### src/rtl/arb2_bus8_pkg.sv
// Shared definitions for the two-source byte arbiter: FSM encodings,
// the idle-release limit and the saturating beat-count helper.
package arb2_bus8_pkg;

    typedef enum logic [1:0] {
        ST_IDLE = 2'd0,
        ST_G0   = 2'd1,
        ST_G1   = 2'd2
    } state_t;

    // Idle cycles tolerated in a grant before the third one forces release.
    localparam logic [1:0] IDLE_LIMIT = 2'd2;

    function automatic logic [7:0] sat_inc(input logic [7:0] val, input logic [7:0] lim);
        return (val >= lim) ? lim : (val + 8'd1);
    endfunction

endpackage

### src/rtl/mux8.sv
// Existing 2:1 byte selector: enable=0 passes in1, enable=1 passes in2.
module mux8 (
    input  logic [7:0] in1,
    input  logic [7:0] in2,
    input  logic       enable,
    output logic [7:0] out
);

    assign out = enable ? in2 : in1;

endmodule

### src/rtl/arb2_bus8.sv
// Round-robin arbiter for two byte-stream sources sharing one sink, with a
// hold limit under contention and release of a grant whose owner goes quiet.
module arb2_bus8
    import arb2_bus8_pkg::*;
#(
    parameter int MAX_HOLD = 16
) (
    input  logic       clk,
    input  logic       reset_n,
    input  logic       req0,
    input  logic       req1,
    input  logic [7:0] data0,
    input  logic [7:0] data1,
    input  logic       last0,
    input  logic       last1,
    output logic       ack0,
    output logic       ack1,
    output logic       gnt0,
    output logic       gnt1,
    output logic       out_valid,
    input  logic       out_ready,
    output logic [7:0] out_data,
    output logic       out_src,
    output logic       out_last
);

    localparam logic [7:0] HOLD_LIM = 8'(MAX_HOLD);

    state_t     state_q, state_d;
    logic       ptr_q, ptr_d;
    logic [7:0] hold_q, hold_d;
    logic [1:0] idle_q, idle_d;

    logic       granted_s;
    logic       cur_req_s;
    logic       cur_last_s;
    logic       oth_req_s;
    logic [7:0] hold_inc_s;
    logic       release_s;

    assign granted_s  = (state_q != ST_IDLE);
    assign cur_req_s  = (state_q == ST_G1) ? req1  : req0;
    assign cur_last_s = (state_q == ST_G1) ? last1 : last0;
    assign oth_req_s  = (state_q == ST_G1) ? req0  : req1;
    assign hold_inc_s = sat_inc(hold_q, HOLD_LIM);

    // Next-state, pointer and counter logic for arbitration and release.
    always_comb begin
        state_d   = state_q;
        ptr_d     = ptr_q;
        hold_d    = hold_q;
        idle_d    = idle_q;
        release_s = 1'b0;
        case (state_q)
            ST_IDLE: begin
                if (req0 || req1) begin
                    if (req0 && req1) begin
                        state_d = ptr_q ? ST_G1 : ST_G0;
                    end else begin
                        state_d = req1 ? ST_G1 : ST_G0;
                    end
                    hold_d = 8'd0;
                    idle_d = 2'd0;
                end else begin
                    state_d = ST_IDLE;
                end
            end
            ST_G0, ST_G1: begin
                if (cur_req_s) begin
                    idle_d = 2'd0;
                    if (out_ready) begin
                        hold_d    = hold_inc_s;
                        release_s = cur_last_s || ((hold_inc_s == HOLD_LIM) && oth_req_s);
                    end else begin
                        release_s = 1'b0;
                    end
                end else if (idle_q == IDLE_LIMIT) begin
                    release_s = 1'b1;
                end else begin
                    idle_d = idle_q + 2'd1;
                end
                // The other source always takes priority for the next tie.
                if (release_s) begin
                    ptr_d  = (state_q == ST_G0);
                    hold_d = 8'd0;
                    idle_d = 2'd0;
                    if (oth_req_s) begin
                        state_d = (state_q == ST_G0) ? ST_G1 : ST_G0;
                    end else if (cur_req_s) begin
                        state_d = state_q;
                    end else begin
                        state_d = ST_IDLE;
                    end
                end else begin
                    state_d = state_q;
                end
            end
            default: begin
                state_d = ST_IDLE;
                hold_d  = 8'd0;
                idle_d  = 2'd0;
            end
        endcase
    end

    // State, pointer and counter registers with synchronous reset.
    always_ff @(posedge clk) begin
        if (!reset_n) begin
            state_q <= ST_IDLE;
            ptr_q   <= 1'b0;
            hold_q  <= 8'd0;
            idle_q  <= 2'd0;
        end else begin
            state_q <= state_d;
            ptr_q   <= ptr_d;
            hold_q  <= hold_d;
            idle_q  <= idle_d;
        end
    end

    assign gnt0      = (state_q == ST_G0);
    assign gnt1      = (state_q == ST_G1);
    assign out_src   = (state_q == ST_G1);
    // Handshake is suppressed while reset is asserted so an abandoned burst gets no ack.
    assign out_valid = reset_n && granted_s && cur_req_s;
    assign ack0      = reset_n && (state_q == ST_G0) && req0 && out_ready;
    assign ack1      = reset_n && (state_q == ST_G1) && req1 && out_ready;
    assign out_last  = granted_s && cur_last_s;

    mux8 u_mux8 (
        .in1    (data0),
        .in2    (data1),
        .enable (out_src),
        .out    (out_data)
    );

endmodule

### config.mk
export PLATFORM = sky130hd
export DESIGN_NAME = arb2_bus8
export DESIGN_NICKNAME = d
export VERILOG_FILES = /design/src/rtl/arb2_bus8_pkg.sv /design/src/rtl/mux8.sv /design/src/rtl/arb2_bus8.sv
export SDC_FILE = /design/constraint.sdc
export NUM_CORES = 1
export LEC_CHECK = 0
export CAP_MARGIN = 10
export CORE_MARGIN = 3
export CORE_UTILIZATION = 38
export DETAILED_ROUTE_END_ITERATION = 6
export GPL_ROUTABILITY_DRIVEN = 0
export GPL_TIMING_DRIVEN = 0
export PLACE_DENSITY = 0.69
export SKIP_CTS_REPAIR_TIMING = 1
export SYNTH_ARGS = -nofsm -noshare
export SYNTH_HDL_FRONTEND = slang
export SYNTH_SLANG_ARGS = --single-unit
### constraint.sdc
create_clock -name clk -period 4.19 [get_ports clk]
set_clock_uncertainty 0.05 [all_clocks]
set_input_delay 0.419 -clock clk [delete_from_list [all_inputs] [get_ports clk]]
set_output_delay 0.419 -clock clk [all_outputs]
set_load 0.02 [all_outputs]
==> impl_metrics.toml, run 1 <==
[timing]
worst_slew_pin_slew_ns = 0.5042
setup_tns_ns = 0
period_share = 0.6509
setup_violations = 0
slew_viol_final = 0
rsz0062_at_grt = "no"
setup_slack_ns = 1.463
fin_crit_ns = 2.727
relSlewSlack = 0.6624
hold_violations = 0
max_freq_ghz = 0.3667

[yosys]
synth.largest_area_cell = "dfxtp_1"
syn_area_sq_um = 1127
ys_warn_count = 0
yosys-top-cells-area = "dfxtp_1, mux2_2, ha_1"
syn_avg_cell_area_sq_um = 9.091
seq_area_frac_synth = 0.2309
synth_cells = 124
ys_seq_elements = 13
synth_fp_nets = 154
ys_types = 41
synth_top_cell_area_share = 0.2309

[global_route]
antenna_found_initial = 0
grt_pass1_vias = 1060
grt-ovfl-total = 0
grt_pass1_wl_um = 4685
grt_max_degree = 11
track_usage = 0.1713

[min_path]
min_path_type = "flip-flop to flip-flop"
hold_depth = 2
min_from = "idle_q[1]"
hold_end = "idle_q[1]"

[finish]
nets = 196
final.fill_count = 268
antenna_cells = 0
area_growth_syn_to_layout_pct = 38.62
regArea_sq_um = 260.3
multi_input_area_sq_um = 799.5
final_cell_mix = "clkdlybuf4s50_1, nand2_1, dfxtp_1, mux2_2, inv_1"
final_common_cell = "clkdlybuf4s50_1"
design_area_sq_um = 1563
drive_gt1_frac = 0.1758
post-route-util = 0.5619

[clock_tree]
cts_tree = "yes"
root_buffer = "clkbuf_4"
clk_pin_slew_ns = 0.08
cts_buffers = 3
cts_max_level = 1
cts.sinks = 13
clk_latency_ns = 0.27
clock_path_buffers = 2

[critical_path]
rr_startpoint = "state_q[0]"
arrival_ns = 2.26
max_stage_delay_ns = 0.54
crit_path_start_kind = "flip-flop"
reg2reg_to = "hold_q[0]"
slowest_stage = "clkdlybuf4s50_1"
worstPathRequired_ns = 3.72
cp_cell_sequence = "inv_1 -> ha_1 -> buf_4 -> buf_2 -> mux2_2 -> clkdlybuf4s50_1"
reg2reg_setup_slack_ns = 2.15
worstPathMaxFanout = 10
crit_type = "flip-flop to output port"
endpoint_kind = "output port"
r2r_cells = 7

[power_and_ir_drop]
powerDensity_nw_per_um2 = 394.3
ir_drop_uv = 377.5
leakage_uw = 0.0005930

[place]
pre_cts_ws_ns = 1.618
dp_hpwl_um = 2349
place_area_sq_um = 1536
numPortBuffers = 37

[routing]
drtIter0Drc = 24
detail_route.wl_per_cell_um = 14.94
dr.pass1.iters = 4
viasPerCell = 5.587
ant_nets = 0
drc = 0
wl_um = 2929
vias = 1095

[floorplanning]
fp.dieW_um = 60.47
start_util = 0.4053
rows = 19
coreArea_sq_um = 2781
dieHeight_um = 60.47
die_area_sq_um = 3656
io_pins = 38

[job]
maxCapViolations = 0

[outcome]
outcome = "completed"
[where the power goes]
part / switching, uW / internal [uW] / leakage [uW]
Clock: 39.8 / 36.8 / 0.0000150
Sequential: 10.1 / 135 / 0.000105
Combinational: 209 / 186 / 0.000473
[worst max path at each step]
stage | from | end | slack (ns) | cells after the start
6_report | state_q[0] | out_data[6] | 1.46 | 6
3_3_place_gp | reset_n | ack1 | 1.63 | 4
2_1_floorplan | state_q[0] | out_valid | 2.13 | 5
3_5_place_dp | reset_n | ack1 | 1.62 | 4
4_1_cts | state_q[0] | out_data[6] | 1.42 | 6
5_1_grt | state_q[0] | out_data[3] | 1.32 | 6
[routing by layer]
metal | up-vias | wire, um | GRT usage
li1 | 541 | - | -
met2 | 40 | 1380 | 0.3009
met5 | - | 0 | 0
met4 | 0 | 21 | 0.07121
met1 | 512 | 1272 | 0.2069
met3 | 2 | 254 | 0.02766
[through the flow]
step / power [uW] / cells / hold WS (ns)
floorplan: 418.5 / 124 / 0.3856
global placement: 533.7 / 192 / 0.3940
detailed placement: 542.0 / 192 / 0.4122
CTS: 621.8 / 196 / 0.4239
global route: 663.6 / 196 / 0.4515
finish: 616.2 / 196 / 0.4227
[state kept, by name, indices dropped and copies added, names as in the netlist]
signal / count
idle_q: 2
ptr_q: 1
hold_q: 8
state_q: 2
[cell usage after synthesis]
cell type	n
nand4_4	1
o32ai_2	1
or4_4	1
and4b_1	1
o221ai_1	1
o22ai_1	2
o211ai_2	1
o211a_1	1
or3_1	2
nor2b_1	4
and4_1	3
and3_1	6
dfxtp_1	13
nand4b_1	2
buf_2	3
o21ai_0	2
buf_4	2
mux2i_4	2
a211oi_1	1
nor2_2	1
mux2_2	9
nand3b_1	1
nor3_1	2
a21oi_1	4
inv_1	8
clkbuf_1	2
nand4_1	4
mux2_4	1
mux2i_1	5
a2bb2oi_1	1
nor3b_2	1
a21oi_4	1
nor2_1	3
nand3_1	3
nand2_1	16
nor4b_1	1
nand4bb_1	1
ha_1	7
a31oi_4	1
o22ai_2	1
o211ai_1	2
[kinds of logic (layout without fill, tap and decap cells)]
logic type	after synthesis	in the layout	synth area share
mux	17	17	0.1876
simple gates	53	53	0.2919
fa+ha+maj	7	7	0.07769
flops	13	13	0.2309
buf+inv	15	56	0.05993
compound gates	19	19	0.1521
[worst max-delay path: cells and delay by family, from the launching register on]
family	cells	cell delay [ns]
buffers and inverters	4	1.06
DFF	1	0.35
muxes	1	0.37
adders and majority gates	1	0.21
[final cells by class]
type	count	area share
Buffer	7	0.02402
Sequential cell	13	0.1665
Timing Repair Buffer	37	0.2370
Tap cell	31	0.02482
Multi-Input combinational cell	96	0.5116
Clock buffer	4	0.01681
Inverter	8	0.01922
Note: power is estimated with default switching activity, not from simulation.
==> run 2: changes to the inputs <==
PLACE_DENSITY = 0.71   (was 0.69)
clock period = 2.3 ns   (was 4.19 ns; I/O delays follow)
==> run 2 against run 1 <==
Clock-buffer cell count stayed put. Die area unchanged. Global-route usage increased by 0.29 points. Via count rose by 2.5%. Cell count stayed put. Non-clock buffer count unchanged. First-iteration DRC count decreased by 13%. Critical path depth shrank 2. Critical endpoint is now ack0. Largest power group unchanged.
==> impl_metrics.toml, run 2 (synthesized netlist as in run 1, its figures left out) <==
[clock_tree]
cts.sinks = 13
clk_latency_ns = 0.28
cts_buffers = 3
cts_max_level = 1
root_buffer = "clkbuf_4"
clk_pin_slew_ns = 0.08
cts_tree = "yes"
clock_path_buffers = 2

[timing]
max_freq_ghz = 0.4562
slew_viol_final = 0
period_share = 0.9531
worst_slew_pin_slew_ns = 0.4857
rsz0062_at_grt = "no"
setup_tns_ns = 0
relSlewSlack = 0.6748
fin_crit_ns = 2.192
hold_violations = 0
setup_violations = 0

[power_and_ir_drop]
p_sw_uw = 476.0
p_seq_frac = 0.237
switching_share = 0.4241
powerDensity_nw_per_um2 = 704.6
p_total_uw = 1122
ir_drop_uv = 544.8
p_clk_frac = 0.126
leakage_uw = 0.0007181
internal-power_uw = 646.4
p_comb_frac = 0.637

[routing]
drtIter0Drc = 21
viasPerCell = 5.724
vias = 1122
detail_route.wl_per_cell_um = 15.82
dr.pass1.iters = 4
wl_um = 3101
ant_nets = 0
drc = 0

[floorplanning]
die_area_sq_um = 3656
dieHeight_um = 60.47
coreArea_sq_um = 2781
start_util = 0.4053
rows = 19
io_pins = 38
fp.dieW_um = 60.47

[finish]
largest_reg_flops = 8
regArea_sq_um = 260.3
drive_gt1_frac = 0.1758
antenna_cells = 0
reg_top3 = "hold_q (8), idle_q (2), state_q (2)"
multi_input_area_sq_um = 799.5
final.fill_count = 269
final_common_cell = "clkdlybuf4s50_1"
nets = 196
area_growth_syn_to_layout_pct = 41.29
final_cell_mix = "clkdlybuf4s50_1, nand2_1, dfxtp_1, dlymetal6s2s_1, mux2_2"
top_register = "hold_q"

[job]
maxCapViolations = 0

[critical_path]
max_stage_delay_ns = 0.61
cp_cell_sequence = "clkdlybuf4s50_1 -> clkbuf_1 -> and4_1 -> clkdlybuf4s50_1"
slowest_stage = "clkdlybuf4s50_1"
crit_type = "input pin to output port"
endpoint_kind = "output port"
cp_common_cell = "clkdlybuf4s50_1"
worstPathMaxFanout = 10
worstPathRequired_ns = 2.02
crit_path_start_kind = "input pin"
arrival_ns = 1.91

[min_path]
min_path_type = "flip-flop to flip-flop"

[outcome]
outcome = "completed"

[global_route]
grt_pass1_vias = 1089
grt_pass1_wl_um = 4788
grt-ovfl-total = 0
track_usage = 0.1742
grt_max_degree = 11
antenna_found_initial = 0

[place]
numPortBuffers = 37
dp_hpwl_um = 2503
==> run 2: cell count changes in the layout (fill, tap and decap cells not counted) <==
cell	before	now
dlymetal6s2s_1	0	11
clkbuf_4	3	4
buf_2	3	2
clkdlybuf4s50_1	37	26
==> run 2: path summary, 6_finish.rpt <==
path,to,start,cells after the start,slack (ns)
worst max-delay path,ack0,reset_n,4,0.11
worst min-delay path,idle_q[1],idle_q[1],2,0.43
worst max register to register,hold_q[7],state_q[0],7,0.28
worst min register to register,idle_q[1],idle_q[1],2,0.43
==> run 2: final cells by class <==
cell class	instances	area share
tap	31	0.02435
timing repair buffer	37	0.2498
multi-input combinational	96	0.5020
clock buffer	4	0.01650
inverter	8	0.01885
sequential	13	0.1634
buffer	7	0.02514
==> run 2: metrics by stage <==
step	instance area, sq um	setup WS (ns)	utilization	hold slack, ns	instances
floorplan	1127	0.2946	-	0.3850	124
global placement	1536	0.1083	0.5524	0.3938	192
detailed placement	1536	0.06388	0.5524	0.4196	192
CTS	1563	-0.2508	0.5619	0.4319	196
global route	1593	0.01391	0.5727	0.4573	196
finish	1593	0.1078	0.5727	0.4250	196
==> run 2: critical path: cells and delay by family <==
kind / cells / cell delay (ns)
buffers and inverters: 3 / 1.45
AND/OR/NAND/NOR: 1 / 0.24
==> run 2: metal layers <==
metal	GRT usage	share of wire	up-vias
met4	0.07121	0.014	0
met3	0.02766	0.097	5
li1	-	-	542
met5	0	0	-
met1	0.1962	0.39	531
met2	0.3241	0.50	44
==> run 2: power by group through the flow <==
stage               Sequential (uW)  Clock, uW  Combinational, uW
detailed placement              271          0                720
finish                          266        142                715
global placement                268          0                702
CTS                             266        146                723
global route                    269        153                777
floorplan                       265          0                497
==> run 3: changes to the inputs <==
PLACE_DENSITY = 0.69   (was 0.71)
clock period = 2.1 ns   (was 2.3 ns; I/O delays follow)
==> run 3 against run 2 <==
Worst setup slack got worse by 0.015 ns. Clock power is 7% higher. Combinational power up 11%. Critical endpoint is now out_data[6]. Critical path type is now flip-flop to output port. Total power up 10%. Register-to-register slack worse by 0.15 ns. Sequential share of layout area hardly changed. Clock-buffer cell count stayed put. Sequential power increased by 9.4%. Global-route usage shrank 0.29 points.
==> impl_metrics.toml, run 3 (synthesized netlist as in run 1, its figures left out) <==
[clock_tree]
cts.sinks = 13
clock_path_buffers = 2
cts_max_level = 1
root_buffer = "clkbuf_4"
clk_latency_ns = 0.27
cts_buffers = 3
cts_tree = "yes"
clk_pin_slew_ns = 0.08

[global_route]
grtUsageMet2 = 0.3009
globalRouteMet1Util = 0.2069
antenna_found_initial = 0
grt_pass1_wl_um = 4685
busiest_layer = "met2"
grt-ovfl-total = 0
grt_max_degree = 11
track_usage = 0.1713
grt_pass1_vias = 1060
use_met3 = 0.02766

[routing]
detail_route.wl_per_cell_um = 14.98
dr.pass1.iters = 4
drc = 0
viasPerCell = 5.546
drtIter0Drc = 22
vias = 1087
ant_nets = 0
wl_um = 2937

[timing]
setup_tns_ns = 0
relSlewSlack = 0.6647
period_share = 0.9558
setup_slack_ns = 0.09275
hold_violations = 0
worst_slew_pin_slew_ns = 0.5008
rsz0062_at_grt = "no"
setup_violations = 0
fin_crit_ns = 2.007
slew_viol_final = 0
max_freq_ghz = 0.4982

[place]
dp_hpwl_um = 2349
pre_cts_ws_ns = -0.1391
numPortBuffers = 37

[floorplanning]
fp.dieW_um = 60.47
die_area_sq_um = 3656
rows = 19
start_util = 0.4053
coreArea_sq_um = 2781
io_pins = 38
dieHeight_um = 60.47

[finish]
nets = 196
final_common_cell = "clkdlybuf4s50_1"
reg_top3 = "hold_q (8), idle_q (2), state_q (2)"
top_register = "hold_q"
antenna_cells = 0
final_cell_mix = "clkdlybuf4s50_1, nand2_1, dfxtp_1, mux2_2, dlymetal6s2s_1"
largest_reg_flops = 8
final.fill_count = 260
drive_gt1_frac = 0.2121
multi_input_area_sq_um = 814.5
area_growth_syn_to_layout_pct = 41.62
regArea_sq_um = 260.3

[critical_path]
cp_common_cell = "buf_6"
worstPathMaxFanout = 10
worstPathRequired_ns = 1.84
max_stage_delay_ns = 0.34
crit_type = "flip-flop to output port"
slowest_stage = "dfxtp_1"
endpoint_kind = "output port"
worst-path-buf-inv = 4
critPathTopFamily = "buffers and inverters"
cp_cell_sequence = "inv_1 -> ha_4 -> buf_6 -> buf_6 -> mux2_2 -> dlymetal6s2s_1"
arrival_ns = 1.75
crit_path_start_kind = "flip-flop"

[min_path]
min_path_type = "flip-flop to flip-flop"

[power_and_ir_drop]
leakage_uw = 0.0007081
p_total_uw = 1240
powerDensity_nw_per_um2 = 776.5
ir_drop_uv = 806.6

[outcome]
outcome = "completed"

[job]
maxCapViolations = 0
==> run 3: cell type report <==
type | count | share of cell area
plain buffers | 7 | 0.03056
clock buffers | 4 | 0.01646
inverters | 8 | 0.01881
multi-input cells | 96 | 0.5102
flip-flops and latches | 13 | 0.1630
well taps | 31 | 0.02429
repair buffers | 37 | 0.2367
==> run 3: worst paths after layout <==
path / start / slack, ns / cells after the start / endpoint
max: state_q[0] / 0.09 / 6 / out_data[6]
min: idle_q[1] / 0.42 / 2 / idle_q[1]
max reg2reg: state_q[0] / 0.13 / 7 / hold_q[0]
min reg2reg: idle_q[1] / 0.42 / 2 / idle_q[1]
==> run 3: worst register-to-register path: stages, from the launching register on <==
cell     delay, ns
dfxtp_1       0.34
inv_1         0.13
ha_4          0.17
buf_6         0.14
mux2i_4       0.36
mux2i_4       0.36
nand4_4       0.17
o22ai_2       0.18
==> run 3: where the power goes <==
group / switching, uW / internal (uW) / total (uW)
registers: 22.2 / 269 / 291
clock network: 78.4 / 73.5 / 152
logic: 423 / 374 / 797
==> run 3: metal layers <==
| layer | vias up | wire length, um |
|---|---|---|
| met2 | 43 | 1366 |
| met4 | 0 | 21 |
| met5 | - | 0 |
| met1 | 500 | 1262 |
| li1 | 542 | - |
| met3 | 2 | 286 |
==> run 3: metrics by stage <==
stage | instances | hold slack (ns) | instance area [sq um] | util
2_1_floorplan | 124 | 0.3650 | 1127 | -
3_3_place_gp | 192 | 0.3940 | 1536 | 0.5524
3_5_place_dp | 192 | 0.4122 | 1536 | 0.5524
4_1_cts | 196 | 0.4239 | 1563 | 0.5619
5_1_grt | 196 | 0.4515 | 1597 | 0.5740
6_report | 196 | 0.4234 | 1597 | 0.5740
